<file path="src/rtl/vga_timing_pkg.sv">
// Default 640x480@60 VGA timing constants and shared types for the video
// output chain (Pong core, Sync_To_Count, vga_sync_porch).
package vga_timing_pkg;

  localparam int unsigned VGA_TOTAL_COLS    = 800;
  localparam int unsigned VGA_TOTAL_ROWS    = 525;
  localparam int unsigned VGA_ACTIVE_COLS   = 640;
  localparam int unsigned VGA_ACTIVE_ROWS   = 480;
  localparam int unsigned VGA_FRONT_PORCH_H = 18;
  localparam int unsigned VGA_BACK_PORCH_H  = 50;
  localparam int unsigned VGA_FRONT_PORCH_V = 10;
  localparam int unsigned VGA_BACK_PORCH_V  = 33;
  localparam int unsigned VGA_VIDEO_DELAY   = 2;

  // Lock tracking: searching for the first frame start, then held until reset.
  typedef enum logic {
    LOCK_SEARCH = 1'b0,
    LOCK_HELD   = 1'b1
  } lock_state_t;

  // Per-sample decisions carried alongside the video alignment delay.
  typedef struct packed {
    logic locked;
    logic resync;
    logic hs_low;
    logic vs_low;
    logic active;
  } sync_tag_t;

  // Counter width for a counter spanning 0..total-1 (never below 1 bit).
  function automatic int unsigned ctr_width(input int unsigned total);
    return (total <= 1) ? 1 : $clog2(total);
  endfunction

endpackage

</file>
<file path="src/rtl/vga_pixel_counter.sv">
// Frame-start edge detect and free-running column/row raster counters.
// Outputs are registered and describe the input sample of the previous cycle.
module vga_pixel_counter
  import vga_timing_pkg::*;
#(
  parameter int unsigned TOTAL_COLS = VGA_TOTAL_COLS,
  parameter int unsigned TOTAL_ROWS = VGA_TOTAL_ROWS,
  localparam int unsigned COL_W = ctr_width(TOTAL_COLS),
  localparam int unsigned ROW_W = ctr_width(TOTAL_ROWS)
) (
  input  logic             i_Clk,
  input  logic             i_Rst_L,
  input  logic             i_VSync,
  output logic [COL_W-1:0] o_Col,
  output logic [ROW_W-1:0] o_Row,
  output logic             o_Frame_Start,
  output logic             o_Resync
);

  logic             r_VSync_Prev;
  logic [COL_W-1:0] r_Col;
  logic [ROW_W-1:0] r_Row;
  logic             r_Frame_Start;
  logic             r_Resync;

  logic             w_Frame_Start;
  logic             w_Col_Wrap;
  logic             w_Row_Wrap;
  logic             w_Misplaced;
  logic [COL_W-1:0] w_Next_Col;
  logic [ROW_W-1:0] w_Next_Row;

  // Where the free-running raster would place this sample, and whether a
  // frame start arrives anywhere other than (0,0).
  always_comb begin
    w_Frame_Start = i_VSync & ~r_VSync_Prev;
    w_Col_Wrap    = (r_Col == COL_W'(TOTAL_COLS - 1));
    w_Row_Wrap    = (r_Row == ROW_W'(TOTAL_ROWS - 1));
    w_Next_Col    = w_Col_Wrap ? '0 : r_Col + COL_W'(1);
    w_Next_Row    = r_Row;
    if (w_Col_Wrap) begin
      w_Next_Row = w_Row_Wrap ? '0 : r_Row + ROW_W'(1);
    end
    w_Misplaced   = w_Frame_Start && ((w_Next_Col != '0) || (w_Next_Row != '0));
  end

  // Raster counters; a frame start always reloads to (0,0).
  always_ff @(posedge i_Clk or negedge i_Rst_L) begin
    if (!i_Rst_L) begin
      r_VSync_Prev  <= 1'b0;
      r_Col         <= '0;
      r_Row         <= '0;
      r_Frame_Start <= 1'b0;
      r_Resync      <= 1'b0;
    end else begin
      r_VSync_Prev  <= i_VSync;
      r_Col         <= w_Frame_Start ? '0 : w_Next_Col;
      r_Row         <= w_Frame_Start ? '0 : w_Next_Row;
      r_Frame_Start <= w_Frame_Start;
      r_Resync      <= w_Misplaced;
    end
  end

  assign o_Col         = r_Col;
  assign o_Row         = r_Row;
  assign o_Frame_Start = r_Frame_Start;
  assign o_Resync      = r_Resync;

endmodule

</file>
<file path="src/rtl/vga_sync_porch.sv">
// Regenerates VGA HSync/VSync with porches from the Pong core's active-region
// syncs, realigns its delayed video and blanks outside the active area.
module vga_sync_porch
  import vga_timing_pkg::*;
#(
  parameter int unsigned TOTAL_COLS    = VGA_TOTAL_COLS,
  parameter int unsigned TOTAL_ROWS    = VGA_TOTAL_ROWS,
  parameter int unsigned ACTIVE_COLS   = VGA_ACTIVE_COLS,
  parameter int unsigned ACTIVE_ROWS   = VGA_ACTIVE_ROWS,
  parameter int unsigned FRONT_PORCH_H = VGA_FRONT_PORCH_H,
  parameter int unsigned BACK_PORCH_H  = VGA_BACK_PORCH_H,
  parameter int unsigned FRONT_PORCH_V = VGA_FRONT_PORCH_V,
  parameter int unsigned BACK_PORCH_V  = VGA_BACK_PORCH_V,
  parameter int unsigned VIDEO_DELAY   = VGA_VIDEO_DELAY
) (
  input  logic       i_Clk,
  input  logic       i_Rst_L,
  input  logic       i_HSync,
  input  logic       i_VSync,
  input  logic [3:0] i_Red_Video,
  input  logic [3:0] i_Grn_Video,
  input  logic [3:0] i_Blu_Video,
  output logic       o_HSync,
  output logic       o_VSync,
  output logic [3:0] o_Red_Video,
  output logic [3:0] o_Grn_Video,
  output logic [3:0] o_Blu_Video,
  output logic       o_Locked,
  output logic       o_Resync
);

  localparam int unsigned COL_W    = ctr_width(TOTAL_COLS);
  localparam int unsigned ROW_W    = ctr_width(TOTAL_ROWS);
  localparam int unsigned HS_FIRST = ACTIVE_COLS + FRONT_PORCH_H;
  localparam int unsigned HS_LAST  = TOTAL_COLS - BACK_PORCH_H - 1;
  localparam int unsigned VS_FIRST = ACTIVE_ROWS + FRONT_PORCH_V;
  localparam int unsigned VS_LAST  = TOTAL_ROWS - BACK_PORCH_V - 1;

  logic [COL_W-1:0] w_Col;
  logic [ROW_W-1:0] w_Row;
  logic             w_Frame_Start;
  logic             w_Resync;
  lock_state_t      r_Lock_State;
  lock_state_t      w_Lock_Next;
  sync_tag_t        w_Tag;
  sync_tag_t        w_Tag_Aligned;
  logic [11:0]      r_Video_In;

  // Horizontal activity is implied by the column count; the input is only
  // accepted so the port list matches the core.
  logic             w_unused_hsync;
  assign w_unused_hsync = i_HSync;

  vga_pixel_counter #(
    .TOTAL_COLS(TOTAL_COLS),
    .TOTAL_ROWS(TOTAL_ROWS)
  ) u_pixel_counter (
    .i_Clk        (i_Clk),
    .i_Rst_L      (i_Rst_L),
    .i_VSync      (i_VSync),
    .o_Col        (w_Col),
    .o_Row        (w_Row),
    .o_Frame_Start(w_Frame_Start),
    .o_Resync     (w_Resync)
  );

  // Lock state register.
  always_ff @(posedge i_Clk or negedge i_Rst_L) begin
    if (!i_Rst_L) begin
      r_Lock_State <= LOCK_SEARCH;
    end else begin
      r_Lock_State <= w_Lock_Next;
    end
  end

  // Lock next-state plus per-sample sync/blanking decisions from the counters.
  always_comb begin
    w_Lock_Next = r_Lock_State;
    w_Tag       = '0;
    if ((r_Lock_State == LOCK_SEARCH) && w_Frame_Start) begin
      w_Lock_Next = LOCK_HELD;
    end
    w_Tag.locked = (r_Lock_State == LOCK_HELD) || w_Frame_Start;
    w_Tag.resync = w_Resync && (r_Lock_State == LOCK_HELD);
    w_Tag.hs_low = (w_Col >= COL_W'(HS_FIRST)) && (w_Col <= COL_W'(HS_LAST));
    w_Tag.vs_low = (w_Row >= ROW_W'(VS_FIRST)) && (w_Row <= ROW_W'(VS_LAST));
    w_Tag.active = (w_Col < COL_W'(ACTIVE_COLS)) && (w_Row < ROW_W'(ACTIVE_ROWS));
  end

  // Video for a sample arrives VIDEO_DELAY cycles after its sync, one cycle
  // ahead of the counter result, so the sync-side decisions are delayed by
  // VIDEO_DELAY and the video by one register to meet at the output stage.
  generate
    if (VIDEO_DELAY == 0) begin : g_no_delay
      assign w_Tag_Aligned = w_Tag;
    end else begin : g_delay
      sync_tag_t r_Tag_Dly [VIDEO_DELAY];

      // Shift the sync-side decisions down the alignment line.
      always_ff @(posedge i_Clk or negedge i_Rst_L) begin
        if (!i_Rst_L) begin
          for (int unsigned i = 0; i < VIDEO_DELAY; i++) begin
            r_Tag_Dly[i] <= '0;
          end
        end else begin
          r_Tag_Dly[0] <= w_Tag;
          for (int unsigned i = 1; i < VIDEO_DELAY; i++) begin
            r_Tag_Dly[i] <= r_Tag_Dly[i-1];
          end
        end
      end

      assign w_Tag_Aligned = r_Tag_Dly[VIDEO_DELAY-1];
    end
  endgenerate

  // Capture incoming video one cycle so it lines up with the aligned tag.
  always_ff @(posedge i_Clk or negedge i_Rst_L) begin
    if (!i_Rst_L) begin
      r_Video_In <= '0;
    end else begin
      r_Video_In <= {i_Red_Video, i_Grn_Video, i_Blu_Video};
    end
  end

  // Output register: sync pulses, blanking, lock and resync, all suppressed
  // until lock.
  always_ff @(posedge i_Clk or negedge i_Rst_L) begin
    if (!i_Rst_L) begin
      o_HSync                                  <= 1'b1;
      o_VSync                                  <= 1'b1;
      {o_Red_Video, o_Grn_Video, o_Blu_Video}  <= '0;
      o_Locked                                 <= 1'b0;
      o_Resync                                 <= 1'b0;
    end else begin
      o_HSync  <= ~(w_Tag_Aligned.locked & w_Tag_Aligned.hs_low);
      o_VSync  <= ~(w_Tag_Aligned.locked & w_Tag_Aligned.vs_low);
      o_Locked <= w_Tag_Aligned.locked;
      o_Resync <= w_Tag_Aligned.resync;
      if (w_Tag_Aligned.locked && w_Tag_Aligned.active) begin
        {o_Red_Video, o_Grn_Video, o_Blu_Video} <= r_Video_In;
      end else begin
        {o_Red_Video, o_Grn_Video, o_Blu_Video} <= '0;
      end
    end
  end

endmodule

</file>
<file path="config.mk">
export PLATFORM = sky130hd
export DESIGN_NAME = vga_sync_porch
export DESIGN_NICKNAME = d
export VERILOG_FILES = /design/src/rtl/vga_timing_pkg.sv /design/src/rtl/vga_pixel_counter.sv /design/src/rtl/vga_sync_porch.sv
export SDC_FILE = /design/constraint.sdc
export NUM_CORES = 1
export LEC_CHECK = 0
export ABC_AREA = 1
export BUFFER_PORTS_ARGS = -buffer_cell sky130_fd_sc_hd__buf_2
export CAP_MARGIN = 20
export CORE_MARGIN = 5
export CORE_UTILIZATION = 45
export CTS_BUF_LIST = sky130_fd_sc_hd__clkbuf_4
export DETAILED_ROUTE_END_ITERATION = 10
export PLACE_DENSITY = 0.64
export REMOVE_ABC_BUFFERS = 1
export SYNTH_ARGS = -nofsm -noshare
export SYNTH_HDL_FRONTEND = slang
export SYNTH_SLANG_ARGS = --single-unit
</file>
<file path="constraint.sdc">
create_clock -name i_Clk -period 2.16 [get_ports i_Clk]
set_input_delay 0.108 -clock i_Clk [delete_from_list [all_inputs] [get_ports i_Clk]]
set_output_delay 0.108 -clock i_Clk [all_outputs]
set_load 0.02 [all_outputs]
</file>
Yosys cells after proc, flatten, opt, wreduce, memory -nomap -nowiden. Index checks and enable logic that the tools add are counted.

$lt $le $gt $ge: 6. Bitwise operators: 7. Equal/unequal tests: 2. $add $sub $neg: 2. Muxes and demuxes: 8. Reduce and logical (&&, ||, !) cells: 11.

Operators by type and width (count): $mux W10 (5); $add A10 B1 Y10 const B (2); $eq A10 B10 Y1 const B (2); $reduce_bool A10 Y1 (2); $mux W4 (3); $ge A10 B10 Y1 const B (1); $ge A10 B9 Y1 const B (1); $le A10 B10 Y1 const B (1); $le A10 B9 Y1 const B (1); $lt A10 B10 Y1 const B (1); $lt A10 B9 Y1 const B (1); $logic_and A1 B1 Y1 (7); $not A1 Y1 (4); $and A1 B1 Y1 (3); $logic_or A1 B1 Y1 (2).

Output and inout bits: 16. Flip-flop bits (word level): 62. Bits of input ports: 16.

Depth between registers and ports, before layout. Gate-level depths: netlist (run 1).

Depth in word-level cells: 6. Depth in mapped cells: 13. Mapped depth without buffers: 13.

Hierarchy. A second synthesis (run 1) with hierarchy kept.

Cell total of the unflattened synthesis: 307. Area total of the unflattened synthesis: 2686.3 um^2.

Modules (own cells, without submodules): vga_pixel_counter (area each 1440.1 um^2, instances 1, cells an instance 205, sequential area each 575.6 um^2); vga_sync_porch (area each 1246.2 um^2, instances 1, cells an instance 102, sequential area each 978.4 um^2).

Worst setup path before layout (run 1). No wires, ideal clock.

Path kind: reg-to-reg. Start: reg u_pixel_counter.r_Col[0] (netlist: u_pixel_counter.o_Col[0]). End: reg u_pixel_counter.r_Resync (netlist: u_pixel_counter.o_Resync). Cell stages (with the launch flop): 13. Clock period less this slack: 1.719 ns. Library setup time: 0.115 ns. Path slack: 0.441 ns. Data required time: 2.045 ns. Arrival time: 1.603 ns. Path through: dfrtp_1 -> ha_1 -> inv_1 -> nor2_4 -> nand3_4 -> nor2_8 -> nand3_1 -> nand2_1 -> nand2_1 -> nor2_1 -> nand2_1 -> nor2_1 -> nor2_1.

Cells in the longest elaborated chain, start to end: 5. Elaborated cells between the ends (all ways): 8. Those cells by class: 1 x add/sub; 1 x eq/ne; 2 x mux; 4 x reduce/logical.

Ends and longest elaborated chain: from (decl) (RTL line vga_pixel_counter.sv:21) `logic [COL_W-1:0] r_Col;`; from (signal assigned) (RTL line vga_pixel_counter.sv:57) `r_Col <= w_Frame_Start ? '0 : w_Next_Col;`; $add A10 B1 Y10 / $eq A10 B10 Y1 (equally long branches) (RTL line vga_pixel_counter.sv:39, vga_pixel_counter.sv:37); $mux W10, on equally long branches (RTL line vga_pixel_counter.sv:39, vga_pixel_counter.sv:41); $reduce_bool A10 Y1 (RTL line vga_pixel_counter.sv:44) `w_Misplaced = w_Frame_Start && ((w_Next_Col != '0) || (w_Next_Row != '0));`; $logic_or A1 B1 Y1 (*) (RTL line vga_pixel_counter.sv:44); $logic_and A1 B1 Y1 (*) (RTL line vga_pixel_counter.sv:44); named net u_pixel_counter.w_Misplaced (RTL line vga_pixel_counter.sv:29) `logic w_Misplaced;`; to (signal assigned) (RTL line vga_pixel_counter.sv:60) `r_Resync <= w_Misplaced;`; to (decl) (RTL line vga_pixel_counter.sv:24) `logic r_Resync;`.

Mark *: on every way through the listed nets, which the timed path passes. The rest lies on a longest branch. A chain may end at the register's enable or synchronous reset.

Final worst setup path (run 1). Ends and elaborated chain as after synthesis.

==> impl_results.md, run 1 <==
* Final Util at 55.34%
* Pre-CTS setup slack at 0.3334 ns
* DR vias at 2051
* Fin worst setup slack at 0.2964 ns
* Fillers at 535
* Multi-input logic area at 983.4 sq um
* Core Area at 5886 sq um
* Synth Flop Type: dfrtp_1
* Area contributors post-synth: dfrtp_1 (55%), nand2_1 (8.3%), nor2_1 (6.8%), inv_1 (5.8%), nand3_1 (4.8%)
* First-pass GRT wire length at 9528 um
* WL per Instance at 12.15 um
* Worst setup EP type: flop
* Fin Clk Skew at around 0.011 ns
* Final Critical Period at 1.864 ns
* Fmax at roughly 540 MHz
* CTS sink cnt at 62
* CP delay by family, top: simple AND/OR/NAND/NOR gates
* CP peak stage delay at around 0.36 ns
* Input/output buffers at 30
* Flop2flop setup slack at 0.30 ns
* HPWL after detailed placement at slightly below 4000 um
* Peak supply drop at 0.3404 mV
* Reg power frac at 54.5%
* Drt drc at 0
* Fin nets at 379
* Final-report hold violation count at 0
* Ratio of cells with drive above 1 in the final layout at roughly a fifth
* Tcrit/Tclk final at 86.28%
* Post-Route WL at 5286 um
* Post-synth design cell area at 2719 sq um
* R2r startpoint: u_pixel_counter.o_Col[0]$_DFF_PN0_
* Largest net degree at the start of global routing at 29
* CP dominant cell by count: nor2_1
* Ports at 32
* Vias in the first global route at ~2.1k
* Most frequent cells after synthesis: dfrtp_1 (60), nand2_1 (60), nor2_1 (49)
* TritonRoute pass-1 iters at 4
* Die Ht at 87.73 um
* Static leakage power at about 1.6 nW
* Clock latency on the worst-skew pair at around 0.39 ns
* Post-synth ARST share at 100.0%
* Seq cells post-synth at 62
* Worst path cell trace: ha_1 -> nand2_2 -> nor2_4 -> nand3_1 -> a21oi_1 -> nand3_1 -> nor2_1 -> nand2_1 -> nor2_1 -> nor2_1
* PwrDens at 709.6 nW/um^2
* Die X-Extent at 87.73 um
* Synth Instances at 299
* Int Power at 1.703 mW
* Max-Cap Viols at 0
* Total Power at about 2.3 mW
* Die area at 7697 sq um
* Resized Gates After CTS at 0
* Clock share of power at 33.3%
* Synth area leader: dfrtp_1
* Seq/Total Area, Yosys at 57.16%
* Num CTS Buffers at 9
* Critical R2R Capture: u_pixel_counter.o_Resync$_DFF_PN0_
* Crit Path Max Fanout at 5
* CP Launch Type: flop
* Hold crit path type: in2async
* Worst-Margin Slew at 0.5778 ns
* Gate power share at between 10% and 20%
* Via density at around 4.7
* Outcome: complete, no violations
* Synth cell types at 29
* GPL Wtd Cong at 0.8598
* RSZ-0062 raised after global routing: false
* Setup violations, final at 0
* # rows at 28
* Clk root buf: clkbuf_4
* Mean Syn Cell Area at around 9.1 sq um
* Gr ovfl total at 0
* Clock transition at path regs at 0.11 ns
* H-tree levels at 3
* FF-to-FF path depth at 10
* Final setup TNS at 0 ns
* Worst Path Required at roughly 2.4 ns
* Register area at ~1600 sq um
* Number of antenna violations at the first check in global routing at 0
* Drt first-iter violations at 65
* Synth Warn # at 0
* Max transition margin at 61.48%
* Synth top area share at 55.22%
* Max Buffers Root-to-Sink at 2
* Fin. max-slew vios at 0
* Sw frac at a little over a quarter
* Combined buffer and inverter count along the critical path at 0
* Layout area overhead at 19.79%
* CTS tree: built
* ANT nets after route at 0
* Switch Pwr at 0.6083 mW
* Crit path kind: reg2reg
* Arr. time, crit path at approximately 2.2 ns
* Slowest-stage cell, CP: dfrtp_1
* Diode count at 0
* Initial core utilization at 46.19%
* GRT Overall Usage at 16.14%
* Number of enable flip-flop cells after synthesis at 0
layout make-up:
class                           count  share of cell area [%]
Clock buffer                       11                   2.536
Clock inverter                      5                   1.537
Inverter                           44                   5.071
Multi-Input combinational cell    189                   30.20
Sequential cell                    62                   47.71
Tap cell                           75                   2.881
Timing Repair Buffer               49                   10.07
state kept, by name (all words and copies together) (netlist names):
register	count
o_Grn_Video	4
u_pixel_counter.o_Row	10
u_pixel_counter.o_Frame_Start	1
u_pixel_counter.o_Resync	1
o_VSync	1
o_Blu_Video	4
o_Resync	1
o_HSync	1
o_Red_Video	4
g_delay.r_Tag_Dly	10
o_Locked	1
r_Video_In	12
u_pixel_counter.r_VSync_Prev	1
r_Lock_State	1
u_pixel_counter.o_Col	10
timing repair:
item	CTS	global route
buffers inserted	0	0
hold buffers	14	0
hold endpoints to repair	39	0
worst max-delay path by stage:
stage | cells after the start | startpoint | to
5_1_grt | 10 | u_pixel_counter.o_Col[0]$_DFF_PN0_ | u_pixel_counter.o_Resync$_DFF_PN0_
3_5_place_dp | 12 | u_pixel_counter.o_Col[0]$_DFF_PN0_ | u_pixel_counter.o_Resync$_DFF_PN0_
6_report | 10 | u_pixel_counter.o_Col[0]$_DFF_PN0_ | u_pixel_counter.o_Resync$_DFF_PN0_
4_1_cts | 12 | u_pixel_counter.o_Col[0]$_DFF_PN0_ | u_pixel_counter.o_Resync$_DFF_PN0_
3_3_place_gp | 12 | u_pixel_counter.o_Col[0]$_DFF_PN0_ | u_pixel_counter.o_Resync$_DFF_PN0_
2_1_floorplan | 12 | u_pixel_counter.o_Col[0]$_DFF_PN0_ | u_pixel_counter.o_Resync$_DFF_PN0_
layer usage:
layer  global-route usage [%]  vias to the layer above  part of all wire (%)
li1                         -                     1041                     -
met1                    20.70                      953                    47
met2                    26.58                       51                    46
met3                    3.387                        6                   6.1
met4                    6.695                        0                   1.1
met5                        0                        -                     0
stage by stage:
step	hold WS (ns)	instances	cell area, sq um
after floorplan	-0.1876	295	2703
after global placement	0.1365	405	2984
after detailed placement	0.1455	405	2984
after CTS	0.2427	435	3257
final	0.2444	435	3257
after global routing	0.2860	435	3257
power groups by stage:
stage | sequential [mW] | clock (mW) | combinational (mW)
3_3_place_gp | 1.28 | 0 | 0.257
3_5_place_dp | 1.28 | 0 | 0.265
6_report | 1.26 | 0.771 | 0.280
4_1_cts | 1.26 | 0.796 | 0.287
2_1_floorplan | 1.31 | 0 | 0.131
5_1_grt | 1.27 | 0.853 | 0.323
placed cells by master (no fill, tap or decap), drive strengths merged, types with 8 or more instances in the layout:
master	n
buf	35
clkbuf	11
dfrtp	60
dlygate4sd3	14
ha	8
inv	44
nand2	67
nand3	28
nand4	8
nor2	57
cell families after synthesis:
logic type / count (synthesis) / share of synthesized area, %
DFF: 62 / 57.16
and+or+nand+nor: 167 / 29.04
AOI/OAI and AO/OA: 11 / 2.485
buffers and inverters: 48 / 6.673
adders and majority gates: 8 / 3.682
xor gates and xnor gates: 3 / 0.9666
(Power assumes the default switching activity.)
==> run 2, diff against run 1 <==
--- a/config.mk
+++ b/config.mk
@@ -9,11 +9,12 @@
 export BUFFER_PORTS_ARGS = -buffer_cell sky130_fd_sc_hd__buf_2
 export CAP_MARGIN = 20
 export CORE_MARGIN = 5
-export CORE_UTILIZATION = 45
+export CORE_UTILIZATION = 55
 export CTS_BUF_LIST = sky130_fd_sc_hd__clkbuf_4
 export DETAILED_ROUTE_END_ITERATION = 10
-export PLACE_DENSITY = 0.64
+export PLACE_DENSITY = 0.76
 export REMOVE_ABC_BUFFERS = 1
+export SLEW_MARGIN = 10
 export SYNTH_ARGS = -nofsm -noshare
 export SYNTH_HDL_FRONTEND = slang
 export SYNTH_SLANG_ARGS = --single-unit
==> run 2 against run 1 <==
Count of clock-buffer cells in the layout down 2. Combinational power decreased by 7.1%. Core utilization up 13 points. Global-route usage up 4.3 points. Worst setup slack got worse by 0.13 ns. Total power is essentially flat. Critical path type unchanged. Critical endpoint unchanged. Largest power group unchanged.
==> impl_results.md, run 2 (synthesis gave the netlist of run 1 again) <==
* Flop2flop setup slack at 0.16 ns
* Final-report hold violation count at 0
* Final setup TNS at 0 ns
* GRT Overall Usage at 20.48%
* Arr. time, crit path at 2.29 ns
* Max-Cap Viols at 0
* R2r startpoint: u_pixel_counter.o_Col[1]$_DFF_PN0_
* Number of antenna violations at the first check in global routing at 0
* Ratio of cells with drive above 1 in the final layout at 20.11%
* Diode count at 0
* Max reg flops at 12
* Post-Layout Inst Area at 3234 sq um
* Tcrit/Tclk final at 92.38%
* Vias in the first global route at 2050
* Fin worst setup slack at 0.1647 ns
* Hold crit path type: in2reg
* DR vias at 2078
* Worst setup EP type: flop
* Drt first-iter violations at 99
* Largest net degree at the start of global routing at between 60 and 70
* FF-to-FF path depth at 10
* H-tree levels at 3
* Peak supply drop at 0.3828 mV
* Die area at between 6000 and 7000 sq um
* Max Buffers Root-to-Sink at 2
* Die X-Extent at about 80 um
* Setup violations, final at 0
* Via density at 4.889
* Pre-CTS setup slack at 0.2203 ns
* CP Launch Type: flop
* Clock latency on the worst-skew pair at about 0.4 ns
* CTS sink cnt at 62
* # rows at 25
* Input/output buffers at 30
* Most frequent cells in the layout: nand2_1 (60), dfrtp_1 (60), nor2_1 (49)
* Worst Path Required at between 2 and 2.5 ns
* Fin. max-slew vios at 0
* Gr ovfl total at 0
* WL per Instance at 13.16 um
* HPWL after detailed placement at 3543 um
* Num CTS Buffers at 9
* Max transition margin at a little over 50%
* Static leakage power at between 1.5 and 2 nW
* Die Ht at between 80 and 90 um
* Post-Route WL at 5592 um
* RSZ-0062 raised after global routing: false
* Critical R2R Capture: u_pixel_counter.o_Resync$_DFF_PN0_
* Outcome: complete, no violations
* TritonRoute pass-1 iters at 5
* ANT nets after route at 0
* GPL Wtd Cong at 0.9290
* Worst-Margin Slew at 0.7319 ns
* Clock transition at path regs at 0.11 ns
* Crit. Startpoint: u_pixel_counter.o_Col[1]$_DFF_PN0_
* Layout area overhead at 18.96%
* Fin nets at 377
* Fmax at between 500 and 600 MHz
* Drt drc at 0
* PwrDens at a little over 700 nW/um^2
* Crit Path Max Fanout at 7
* Largest register by flop count: r_Video_In
* Area post-placement at 2959 sq um
* Ports at 32
* CP Capture Point: u_pixel_counter.o_Resync$_DFF_PN0_
* Initial core utilization at 57.18%
* Core Area at 4755 sq um
* Final Critical Period at around 2 ns
* Crit path kind: reg2reg
* CTS tree: built
* Total Power at around 2.3 mW
* Fin Clk Skew at around 0.0095 ns
* First-pass GRT wire length at 9694 um
* Clk root buf: clkbuf_4
* Buffer count from post-CTS setup fixing at 0
## run 2: cell types whose count changed in the layout (fill, tap and decap cells not counted)
cell      previous run  this run
clkinv_2             1         3
buf_4                5         3
ha_1                 8         7
clkbuf_4            11         9
clkinv_4             0         1
clkinv_1             2         1
ha_2                 0         1
## run 2: power by group
part	internal (mW)	leakage, nW	switching, mW
clock network	0.345	0.0731	0.430
logic	0.104	0.771	0.157
registers	1.22	0.760	0.0561
total	1.67	1.60	0.642
## run 2: cell type report
cell class / count / area, sq um
sequential: 62 / 1554
multi-input combinational: 189 / 985.9
clock buffer: 9 / 67.56
inverter: 44 / 165.2
fill: 401 / 1520
tap: 67 / 83.83
clock inverter: 7 / 65.06
timing repair buffer: 47 / 312.8
## run 2: through the flow
| stage | cells | hold slack, ns | utilization (%) |
|---|---|---|---|
| after global routing | 425 | 0.3034 | 68.03 |
| after floorplan | 295 | -0.1876 | - |
| final | 425 | 0.3423 | 68.03 |
| after detailed placement | 395 | 0.2173 | 62.24 |
| after CTS | 425 | 0.3208 | 67.97 |
| after global placement | 395 | 0.2168 | 62.24 |
## run 2: worst max-delay path, stage by stage (launching register included)
cell	delay, ns
dfrtp_1	0.47
ha_2	0.29
nand2_2	0.09
nor2_4	0.20
nand3_1	0.11
a21oi_1	0.21
nand3_1	0.11
nor2_1	0.14
nand2_1	0.10
nor2_1	0.12
nor2_1	0.05
## run 2: worst min-delay path by stage
stage	depth (start not counted)	slack, ns	end	from
after floorplan	0	-0.19	g_delay.r_Tag_Dly[0]$_DFF_PN0_	i_Rst_L
after global placement	1	0.22	r_Video_In[10]$_DFF_PN0_	i_Red_Video[2]
after detailed placement	1	0.22	r_Video_In[0]$_DFF_PN0_	i_Blu_Video[0]
after CTS	2	0.32	r_Video_In[5]$_DFF_PN0_	i_Grn_Video[1]
after global routing	2	0.30	r_Video_In[2]$_DFF_PN0_	i_Blu_Video[2]
final	2	0.34	r_Video_In[1]$_DFF_PN0_	i_Blu_Video[1]
## run 2: routing by layer
layer	up-vias	part of all wire [%]	wire length, um	global-route usage, %
li1	1043	-	-	-
met2	56	48	2712	33.44
met1	969	44	2470	24.93
met4	0	2.0	113	9.291
met5	-	0	0	0
met3	10	5.3	296	6.054
## run 2: what timing repair did
action | in CTS | in global routing
endpoints found under the setup margin | 0 | 1
endpoints found under the hold margin | 73 | 0
hold buffers | 14 | 0
resized for setup | 0 | 1
